File: src/rtl/ssd_scan_driver_pkg.sv
// Shared types and constants for the 7-segment scan driver.
// Latency: n/a (types, constants and elaboration-time helpers only).
// Backpressure: n/a.
package ssd_pkg;

  // Conversion FSM states
  typedef enum logic [1:0] {
    IDLE   = 2'd0,
    SHIFT  = 2'd1,
    COMMIT = 2'd2
  } conv_state_e;

  typedef logic [3:0] bcd_nibble_t;

  localparam bcd_nibble_t BCD_MAX_DIGIT = 4'd9;
  localparam logic        ANODE_OFF     = 1'b1;

  // Largest value representable on 'digits' decimal digits (10^digits - 1).
  // Evaluated at elaboration time only.
  function automatic logic [63:0] bcd_max_value(input int unsigned digits);
    logic [63:0] v;
    v = 64'd1;
    for (int unsigned i = 0; i < digits; i++) begin
      v = v * 64'd10;
    end
    return v - 64'd1;
  endfunction

endpackage

File: src/rtl/ssd_scan_driver_if.sv
// Handshake/display bus between the CPU/debug feeder and the scan driver.
// Latency: n/a (wires only).
// Backpressure: load is ignored while busy is high; there is no queueing.
// Ports: bin_value/load (requester -> driver); busy, overflow, ssd_data,
// an, digit_idx (driver -> requester/decoder).
interface ssd_scan_driver_if #(
  parameter int DIGITS = 4,
  parameter int WIDTH  = 14
);
  localparam int IDX_W = (DIGITS > 1) ? $clog2(DIGITS) : 1;

  logic [WIDTH-1:0]  bin_value;
  logic              load;
  logic              busy;
  logic              overflow;
  logic [3:0]        ssd_data;
  logic [DIGITS-1:0] an;
  logic [IDX_W-1:0]  digit_idx;

  // Requester side (CPU/debug path, testbench)
  modport master (
    output bin_value, load,
    input  busy, overflow, ssd_data, an, digit_idx
  );

  // Scan driver side
  modport slave (
    input  bin_value, load,
    output busy, overflow, ssd_data, an, digit_idx
  );
endinterface

File: src/rtl/ssd_scan_driver_bcd_add3_shift.sv
// One double-dabble iteration: add 3 to every BCD nibble >= 5, then shift {bcd,bin} left by 1.
// Latency: combinational.
// Backpressure: none.
// Ports: bcd_i/bin_i current accumulator and binary shift register; bcd_o/bin_o next values.
module bcd_add3_shift
  import ssd_pkg::*;
#(
  parameter int DIGITS = 4,
  parameter int WIDTH  = 14
) (
  input  logic [DIGITS*4-1:0] bcd_i,
  input  logic [WIDTH-1:0]    bin_i,
  output logic [DIGITS*4-1:0] bcd_o,
  output logic [WIDTH-1:0]    bin_o
);

  logic [DIGITS*4-1:0] adj;
  // The top accumulator bit falls off the shift; for in-range values it is
  // always zero, and out-of-range values are replaced at commit anyway.
  logic                unused_msb;

  always_comb begin
    bcd_nibble_t nib;
    adj = bcd_i;
    nib = '0;
    for (int i = 0; i < DIGITS; i++) begin
      nib = bcd_i[i*4 +: 4];
      if (nib >= 4'd5) begin
        adj[i*4 +: 4] = nib + 4'd3;
      end
    end
  end

  assign unused_msb = adj[DIGITS*4-1];
  assign {bcd_o, bin_o} = {adj[DIGITS*4-2:0], bin_i, 1'b0};

endmodule

File: src/rtl/ssd_scan_driver.sv
// Binary-to-BCD converter (iterative double-dabble) plus multiplexed 7-seg digit scan.
// Latency: display updates WIDTH+2 cycles after the accepted load edge (busy high WIDTH+1 cycles).
// Backpressure: loads are dropped while busy; the scan runs free regardless of the converter.
// Ports: clk, reset (async, active-high); bus (slave modport): bin_value, load in;
// busy, overflow, ssd_data, an (active-low), digit_idx out.
// Optional: define SSD_SCAN_LEADING_ZERO_BLANK_EN to blank leading-zero digits.
module ssd_scan_driver
  import ssd_pkg::*;
#(
  parameter int DIGITS      = 4,
  parameter int WIDTH       = 14,
  parameter int REFRESH_DIV = 50000
) (
  input  logic              clk,
  input  logic              reset,
  ssd_scan_driver_if.slave  bus
);

  localparam int                IDX_W   = (DIGITS > 1) ? $clog2(DIGITS) : 1;
  localparam int                CNT_W   = $clog2(REFRESH_DIV);
  localparam int                BCD_W   = DIGITS * 4;
  localparam logic [63:0]       MAX_VAL = bcd_max_value(DIGITS);
  localparam logic [DIGITS-1:0] AN_RST  = ~DIGITS'(1);

  // Converter state
  conv_state_e        state_q, state_d;
  logic [WIDTH-1:0]   bin_q, bin_d;
  logic [BCD_W-1:0]   bcd_q, bcd_d;
  logic [WIDTH-1:0]   iter_q, iter_d;
  logic               ovf_pend_q, ovf_pend_d;
  logic [BCD_W-1:0]   disp_q, disp_d;
  logic               overflow_q, overflow_d;

  // Scan state
  logic [CNT_W-1:0]   cnt_q, cnt_d;
  logic [IDX_W-1:0]   idx_q, idx_d;
  logic [DIGITS-1:0]  an_q, an_d;
  logic [3:0]         data_q, data_d;

  logic [BCD_W-1:0]   bcd_step;
  logic [WIDTH-1:0]   bin_step;

`ifdef SSD_SCAN_LEADING_ZERO_BLANK_EN
  logic [DIGITS-1:0]  blank_q, blank_d;
`endif

  bcd_add3_shift #(
    .DIGITS (DIGITS),
    .WIDTH  (WIDTH)
  ) u_step (
    .bcd_i (bcd_q),
    .bin_i (bin_q),
    .bcd_o (bcd_step),
    .bin_o (bin_step)
  );

  // Conversion FSM
  always_comb begin
    state_d    = state_q;
    bin_d      = bin_q;
    bcd_d      = bcd_q;
    iter_d     = iter_q;
    ovf_pend_d = ovf_pend_q;
    disp_d     = disp_q;
    overflow_d = overflow_q;
    unique case (state_q)
      IDLE: begin
        if (bus.load) begin
          bin_d      = bus.bin_value;
          bcd_d      = '0;
          iter_d     = '0;
          // Decided on the latched value so later bin_value changes cannot affect it
          ovf_pend_d = (64'(bus.bin_value) > MAX_VAL);
          state_d    = SHIFT;
        end
      end
      SHIFT: begin
        bin_d  = bin_step;
        bcd_d  = bcd_step;
        iter_d = iter_q + 1'b1;
        if (iter_q == WIDTH'(WIDTH - 1)) begin
          state_d = COMMIT;
        end
      end
      COMMIT: begin
        if (ovf_pend_q) begin
          disp_d     = {DIGITS{BCD_MAX_DIGIT}};
          overflow_d = 1'b1;
        end else begin
          disp_d     = bcd_q;
          overflow_d = 1'b0;
        end
        state_d = IDLE;
      end
      default: state_d = IDLE;
    endcase
  end

`ifdef SSD_SCAN_LEADING_ZERO_BLANK_EN
  // A digit is blank when it and every more-significant digit are zero.
  // disp_d equals disp_q outside COMMIT, so the mask only changes on commit.
  always_comb begin
    logic run;
    blank_d = '0;
    run     = 1'b1;
    for (int i = DIGITS - 1; i >= 1; i--) begin
      run        = run & (disp_d[i*4 +: 4] == 4'd0);
      blank_d[i] = run;
    end
  end
`endif

  // Refresh scan. an/ssd_data are looked up from the next-state index and
  // display so a commit coinciding with a digit advance never shows a mix.
  always_comb begin
    cnt_d = cnt_q + 1'b1;
    idx_d = idx_q;
    if (cnt_q == CNT_W'(REFRESH_DIV - 1)) begin
      cnt_d = '0;
      idx_d = (idx_q == IDX_W'(DIGITS - 1)) ? '0 : idx_q + 1'b1;
    end
    an_d   = ~(DIGITS'(1) << idx_d);
    data_d = disp_d[int'(idx_d)*4 +: 4];
`ifdef SSD_SCAN_LEADING_ZERO_BLANK_EN
    if (blank_d[idx_d]) begin
      an_d   = {DIGITS{ANODE_OFF}};
      data_d = '0;
    end
`endif
  end

  always_ff @(posedge clk or posedge reset) begin
    if (reset) begin
      state_q    <= IDLE;
      bin_q      <= '0;
      bcd_q      <= '0;
      iter_q     <= '0;
      ovf_pend_q <= 1'b0;
      disp_q     <= '0;
      overflow_q <= 1'b0;
      cnt_q      <= '0;
      idx_q      <= '0;
      an_q       <= AN_RST;
      data_q     <= '0;
`ifdef SSD_SCAN_LEADING_ZERO_BLANK_EN
      blank_q    <= '0;
`endif
    end else begin
      state_q    <= state_d;
      bin_q      <= bin_d;
      bcd_q      <= bcd_d;
      iter_q     <= iter_d;
      ovf_pend_q <= ovf_pend_d;
      disp_q     <= disp_d;
      overflow_q <= overflow_d;
      cnt_q      <= cnt_d;
      idx_q      <= idx_d;
      an_q       <= an_d;
      data_q     <= data_d;
`ifdef SSD_SCAN_LEADING_ZERO_BLANK_EN
      blank_q    <= blank_d;
`endif
    end
  end

  assign bus.busy      = (state_q != IDLE);
  assign bus.overflow  = overflow_q;
  assign bus.ssd_data  = data_q;
  assign bus.an        = an_q;
  assign bus.digit_idx = idx_q;

endmodule
File: src/flat_wrapper.sv
// flat-port wrapper written by rule: the top's interface ports become plain ports
module ssd_scan_driver_flat import ssd_pkg::*;
#(
  parameter int DIGITS      = 4,
  parameter int WIDTH       = 14,
  parameter int REFRESH_DIV = 50000
)
  (clk, reset, bus_bin_value, bus_load, bus_busy, bus_overflow, bus_ssd_data, bus_an, bus_digit_idx);
  ssd_scan_driver_if #(.DIGITS(DIGITS), .WIDTH(WIDTH)) bus_i ();
  input  logic clk;
  input  logic reset;
  input wire logic [$bits(bus_i.bin_value)-1:0] bus_bin_value;
  input wire logic [$bits(bus_i.load)-1:0] bus_load;
  output wire logic [$bits(bus_i.busy)-1:0] bus_busy;
  output wire logic [$bits(bus_i.overflow)-1:0] bus_overflow;
  output wire logic [$bits(bus_i.ssd_data)-1:0] bus_ssd_data;
  output wire logic [$bits(bus_i.an)-1:0] bus_an;
  output wire logic [$bits(bus_i.digit_idx)-1:0] bus_digit_idx;
  assign bus_i.bin_value = bus_bin_value;
  assign bus_i.load = bus_load;
  assign bus_busy = bus_i.busy;
  assign bus_overflow = bus_i.overflow;
  assign bus_ssd_data = bus_i.ssd_data;
  assign bus_an = bus_i.an;
  assign bus_digit_idx = bus_i.digit_idx;
  ssd_scan_driver #(.DIGITS(DIGITS), .WIDTH(WIDTH), .REFRESH_DIV(REFRESH_DIV)) u_core (.clk(clk), .reset(reset), .bus(bus_i));
endmodule
File: config.mk
export PLATFORM = sky130hd
export DESIGN_NAME = ssd_scan_driver_flat
export DESIGN_NICKNAME = d
export VERILOG_FILES = /design/src/rtl/ssd_scan_driver_pkg.sv /design/src/rtl/ssd_scan_driver_if.sv /design/src/rtl/ssd_scan_driver_bcd_add3_shift.sv /design/src/rtl/ssd_scan_driver.sv /design/src/flat_wrapper.sv
export SDC_FILE = /design/constraint.sdc
export NUM_CORES = 1
export LEC_CHECK = 0
export ABC_AREA = 1
export BUFFER_PORTS_ARGS = -buffer_cell sky130_fd_sc_hd__buf_2
export CORE_MARGIN = 3
export CORE_UTILIZATION = 45
export DETAILED_ROUTE_END_ITERATION = 8
export SYNTH_ARGS = -nofsm -noshare
export SYNTH_HDL_FRONTEND = slang
export SYNTH_SLANG_ARGS = --single-unit
File: constraint.sdc
create_clock -name clk -period 2.3 [get_ports clk]
set_input_delay 0.23 -clock clk [delete_from_list [all_inputs] [get_ports clk]]
set_output_delay 0.23 -clock clk [all_outputs]
set_load 0.005 [all_outputs]
==> After elaboration in Yosys (flattened, before gate mapping) <==
Index checks and enable logic that the tools add are counted.
{ "classes": {"n_mul": 0, "eq_ne": 7, "reduce_logical": 6, "add_sub_neg": 7, "n_div": 0, "mux": 19, "bitwise_logic": 1, "shift": 2, "magnitude_cmp": 5} }
{ "op_table": {"columns": ["operator", "n"], "rows": [
  ["$mux 16", 4],
  ["$pmux 14 s2", 2],
  ["$pmux 16 s2", 1],
  ["$mux 14", 2],
  ["$add 16x1->16 const B", 1],
  ["$eq 16x16->1 const B", 1],
  ["$ge 4x3->1 const B", 4],
  ["$shiftx 16x5->4", 1],
  ["$add 14x1->14 const B", 1],
  ["$eq 14x4->1 const B", 1],
  ["$gt 14x14->1 const B", 1],
  ["$add 4x2->4 const B", 3],
  ["$mux 4", 3],
  ["$mux 2", 4],
  ["$reduce_and 2->1", 3],
  ["$eq 2x2->1 const B", 2],
  ["$not 4->4", 1],
  ["$pmux 2 s2", 1],
  ["$reduce_bool 2->1", 2],
  ["$shl 1x2->4 const A", 1],
  ["$add 3x2->3 const B", 1],
  ["$mux 3", 1],
  ["$add 2x1->2 const B", 1],
  ["$eq 2x1->1 const B", 1],
  ["4 further kinds", 4]
]} }
{ "totals": {"n_memories": 0, "reg_bits": 90, "ram_bits": 0, "romBits": 0, "out_inout_bits": 12, "latchBits": 0, "inputBits": 17, "elab_cells": 58} }

==> Logic depth before layout (Yosys ltp) <==
{ "depth": {"word_depth": 5, "ltp_mapped": 10, "depth_no_buf": 10} }

==> Cells and area by module <==
Synthesis repeated with hierarchy kept, for this count alone.
{ "unflattened": {"hier_cells": 583, "hier_area_um2": 4734.5} }
{ "modules_own_cells": {"columns": ["mod", "cells_per_inst", "n_inst", "seq_area_each_um2", "area_per_inst_um2"], "rows": [
  ["ssd_scan_driver", 483, 1, 2255.9, 4149.0],
  ["bcd_add3_shift", 100, 1, 0.0, 585.6]
]} }

==> Least setup slack after synthesis <==
OpenSTA, ideal clock, no wires.
{ "synth_timing": {"kind": "register to register", "start": "reg u_core.cnt_q[0]", "end": "reg u_core.data_q[0], in the netlist u_core.bus.ssd_data[0]", "required_time_ps": 2183, "n_path_buf": 0, "path_slack_ps": 839, "period_less_slack_ps": 1461, "arrival_ps": 1344, "stages_incl_launch_ff": 9, "cell_sequence": "dfrtp_1 > ha_1 > nand3_1 > nor2_4 > nand2_4 > o21ai_4 > inv_2 > nand2_1 > nand2_1"} }
{ "synth_between": {"elab_chain_len": 3} }
{ "synth_lines": {"columns": ["item", "line_no", "source"], "rows": [
  ["start: declaration", "ssd_scan_driver.sv:35", "logic [CNT_W-1:0] cnt_q, cnt_d;"],
  ["start signal: assignment", "ssd_scan_driver.sv:156", "cnt_q <= cnt_d;"],
  ["$eq 16x16->1", "ssd_scan_driver.sv:118", "if (cnt_q == CNT_W'(REFRESH_DIV - 1)) begin"],
  ["$mux 2", "ssd_scan_driver.sv:118", null],
  ["net u_core.idx_d[1]", "ssd_scan_driver.sv:36", "logic [IDX_W-1:0] idx_q, idx_d;"],
  ["$shiftx 16x5->4", "ssd_scan_driver.sv:123", "data_d = disp_d[int'(idx_d)*4 +: 4];"],
  ["net u_core.data_d[0]", "ssd_scan_driver.sv:38", "logic [3:0] data_q, data_d;"],
  ["end signal: assignment", "ssd_scan_driver.sv:159", "data_q <= data_d;"],
  ["end: declaration", "ssd_scan_driver.sv:38", null]
]} }
The timed path passes the listed nets, and every way through them passes these cells.
A chain may end at the register's enable or synchronous reset.

==> Worst setup path in the final report <==
{ "layout_timing": {"start": "reg u_core.cnt_q[0]", "end": "reg u_core.data_q[1], in the netlist u_core.bus.ssd_data[1]"} }
{ "layout_between": {"elab_chain_len": 3} }
{ "layout_lines": {"columns": ["item", "line_no"], "rows": [
  ["$eq 16x16->1", "ssd_scan_driver.sv:118"],
  ["$mux 2", "ssd_scan_driver.sv:118"],
  ["$shiftx 16x5->4", "ssd_scan_driver.sv:123"],
  ["net u_core.data_d[1]", "ssd_scan_driver.sv:38"]
]} }
The timed path passes the listed nets, and every way through them passes these cells.

==> results.py <==
metrics = {
    "min_path": {
        "hold_depth": 3,
        "hold_start": "bus_bin_value[2]",
        "hp-class": "in2reg",
        "worstHoldEndpoint": "u_core.bin_q[2]",
    },
    "run_status": {
        "status": "complete, no violations",
    },
    "synth": {
        "avgSynthCellArea_sq_um": 8.334,
        "synth-warning-count": 0,
        "ys_top_cells_by_area": "dfrtp_1 (49%), nand2_1 (11%), nand3_1 (4.6%), inv_1 (4.3%), nor2_1 (3.9%)",
        "synth_top_area_share_pct": 48.74,
        "synthCells": 536,
        "syn_nets": 565,
        "yosys_register_bits": 90,
        "ys_types": 33,
        "synth_seq_area_share_pct": 50.50,
        "synth_top_cell_by_area": "dfrtp_1",
        "synth_area_sq_um": 4467,
    },
    "die": {
        "die_h_um": 105.6,
        "start_util_pct": 47.22,
        "coreArea_sq_um": 9459,
        "die_x_um": 105.6,
        "dieArea_sq_um": 11160,
        "std_cell_rows": 35,
        "ios": 29,
    },
    "cells_and_area": {
        "fin_util_pct": 52.91,
        "syn_to_final_growth_pct": 12.04,
        "diodes": 0,
        "final_cell_area_sq_um": 5005,
        "fillers": 937,
        "fin_cells": 705,
        "drive_gt1_share_pct": 15.28,
        "fin_nets": 600,
    },
    "clocking": {
        "htree_levels": 3,
        "cts_tree": "built",
        "postCtsSetupRepairBufs": 0,
        "cts-root-buf": "clkbuf_8",
        "cts-resized-gates": 0,
        "hold_buffers": 1,
        "cts_buffer_depth": 2,
        "numCtsBuffers": 9,
        "path_clk_slew_ns": 0.09,
        "cts.sinks": 90,
        "insertion_delay_ns": 0.36,
    },
    "global_route": {
        "grt_max_degree": 38,
        "grt.total_usage_pct": 17.27,
        "grt_overflow": 0,
        "antenna_found_initial": 0,
        "grt_pass1_wl_um": 15860,
        "grt_pass1_vias": 3450,
    },
    "power": {
        "ir_drop_uv": 352.7,
        "netSwitchingPower_uw": 619.8,
        "power_frac_seq_pct": 55.7,
        "p_per_area_nw_per_um2": 566.8,
        "p_sw_share_pct": 21.85,
        "power_frac_comb_pct": 1.9,
        "p_int_uw": 2217,
        "clkPwrFrac_pct": 42.3,
        "leakage_uw": 0.002528,
    },
    "worst_setup_path": {
        "r2r-end": "u_core.bus.ssd_data[1]",
        "cp-start-kind": "register",
        "worst-setup-path-type": "reg2reg",
        "cp_data_arrival_time_ns": 1.96,
        "cp.required_ns": 2.59,
        "reg2regPathDepth": 9,
        "path_max_fanout": 8,
        "r2r_start": "u_core.cnt_q[0]",
        "crit_path_end_kind": "register",
        "reg2reg_slack_ns": 0.64,
    },
    "sta": {
        "clock_skew_ns": 0.01614,
        "finalCritPeriodShare_pct": 72.24,
        "min_period_ns": 1.662,
        "whs_ns": 0.09920,
        "setup_viol": 0,
        "rsz0062_at_grt": "no",
        "relSlewSlack_pct": 58.40,
        "slew_viol_final": 0,
        "worstMarginPinSlew_ns": 0.6226,
        "max_clock_freq_mhz": 601.8,
        "finalSetupTns_ns": 0,
        "final_hold_viol_count": 0,
    },
    "route": {
        "viasPerCell": 5.000,
        "wl_per_cell_um": 12.67,
        "finalWirelength_um": 8931,
        "dr.pass1.iters": 4,
        "drc": 0,
        "vias": 3525,
        "drtIter0Drc": 180,
        "antenna_left": 0,
    },
    "placed_design": {
        "numPortBuffers": 28,
        "globalplace.congestion": 0.8457,
        "post-dp-hpwl_um": 6503,
        "place_area_sq_um": 4770,
        "dp_cells": 688,
    },
    "run": {
        "max_cap_viol_count": 0,
    },
}
[per-layer routing]
metal,track usage (%),share of wire [%],vias up
met4,5.273,1.1,0
met2,27.19,45,61
met1,24.58,50,1639
li1,-,-,1816
met3,2.817,3.6,9
met5,0,0,-
[Yosys cell counts]
library cell,number
nand3_1,41
nor3_1,9
inv_1,51
o211a_1,1
nor4_1,3
o22ai_1,5
xor2_1,9
dfstp_2,3
ha_1,12
clkbuf_1,2
a22o_1,1
nand2_4,2
o21ai_4,1
nand3_2,3
o211ai_1,3
inv_2,12
nor2_4,2
or2_2,2
nand2_2,5
nor2_1,46
o21ai_1,26
nand2_1,126
xnor2_1,2
mux2i_1,1
a31o_2,1
dfrtp_1,87
o21ai_0,25
a21oi_1,34
buf_2,6
nand4_1,6
nor2_2,5
nor2_8,2
buf_4,2
[state kept, by name, indices dropped and copies added (netlist names)]
| register | cells |
|---|---|
| u_core.cnt_q | 16 |
| u_core.disp_q | 16 |
| u_core.state_q | 2 |
| u_core.bus.digit_idx | 2 |
| u_core.bin_q | 14 |
| u_core.bus.an | 4 |
| u_core.bus.ssd_data | 4 |
| u_core.bus.overflow | 1 |
| u_core.iter_q | 14 |
| u_core.bcd_q | 16 |
| u_core.ovf_pend_q | 1 |
[critical path: stages, from the launching register on]
cell     delay (ns)
dfrtp_1        0.38
ha_1           0.21
nand3_1        0.21
nor2_2         0.19
nand2_1        0.15
nand2_2        0.18
nand3_1        0.09
nand2_1        0.09
nand2_1        0.05
nand2_1        0.06
[layout make-up]
cell class | count | area, sq um | area share, %
well taps | 129 | 161.4 | 3.225
flip-flops and latches | 90 | 2256 | 45.07
clock buffers | 9 | 123.9 | 2.475
repair buffers | 34 | 200.2 | 4.000
clock inverters | 7 | 101.3 | 2.025
multi-input cells | 373 | 1922 | 38.40
inverters | 63 | 240.2 | 4.800
[stage by stage]
stage | power, uW | setup slack [ns]
global placement | 1669 | 0.6750
finish | 2837 | 0.6384
detailed placement | 1670 | 0.6551
global route | 2954 | 0.4382
floorplan | 1638 | 0.8395
CTS | 2883 | 0.6265
[placed cells by master (no fill, tap or decap), types with 2 or more instances in the layout]
master      instances
inv_1              50
nand3_2             3
clkinv_4            2
nor3_1              9
ha_1               12
or2_2               2
nand2_2             5
nand2_1           126
nor2_4              2
nand4_1             6
inv_2              12
xor2_1              9
nor2_2              5
buf_2              28
dfstp_2             3
a21oi_1            34
nand2_4             2
buf_4               4
nor2_8              2
xnor2_1             2
nor2_1             46
nor4_1              3
dfrtp_1            87
o21ai_0            25
bufinv_16           2
o211ai_1            3
nand3_1            41
clkinvlp_4          3
clkbuf_8            9
o22ai_1             5
o21ai_1            26
[cell families after synthesis]
logic type / Yosys count / share of synthesized area, %
and+or+nand+nor: 252 / 25.57
AOI/OAI and AO/OA: 97 / 11.71
DFF: 90 / 50.50
buffers and inverters: 73 / 6.470
adders and majority gates: 12 / 3.361
xor gates and xnor gates: 11 / 2.157
muxes: 1 / 0.2241
[power groups by stage]
stage | clock [uW] | sequential (uW) | combinational (uW)
final | 1200 | 1580 | 55.2
after global routing | 1310 | 1580 | 65.5
after CTS | 1240 | 1580 | 58.9
after detailed placement | 0 | 1610 | 58.0
after global placement | 0 | 1610 | 56.8
after floorplan | 0 | 1610 | 25.8
[how the worst max path moves through the flow]
stage | from | end | slack, ns
after CTS | u_core.cnt_q[0] | u_core.bus.ssd_data[0] | 0.63
after global routing | u_core.cnt_q[0] | u_core.bus.ssd_data[0] | 0.44
after floorplan | u_core.cnt_q[0] | u_core.bus.ssd_data[0] | 0.84
after detailed placement | u_core.cnt_q[0] | u_core.bus.ssd_data[0] | 0.66
after global placement | u_core.cnt_q[0] | u_core.bus.ssd_data[2] | 0.68
final | u_core.cnt_q[0] | u_core.bus.ssd_data[1] | 0.64
Power figures use the tool's default switching activity.
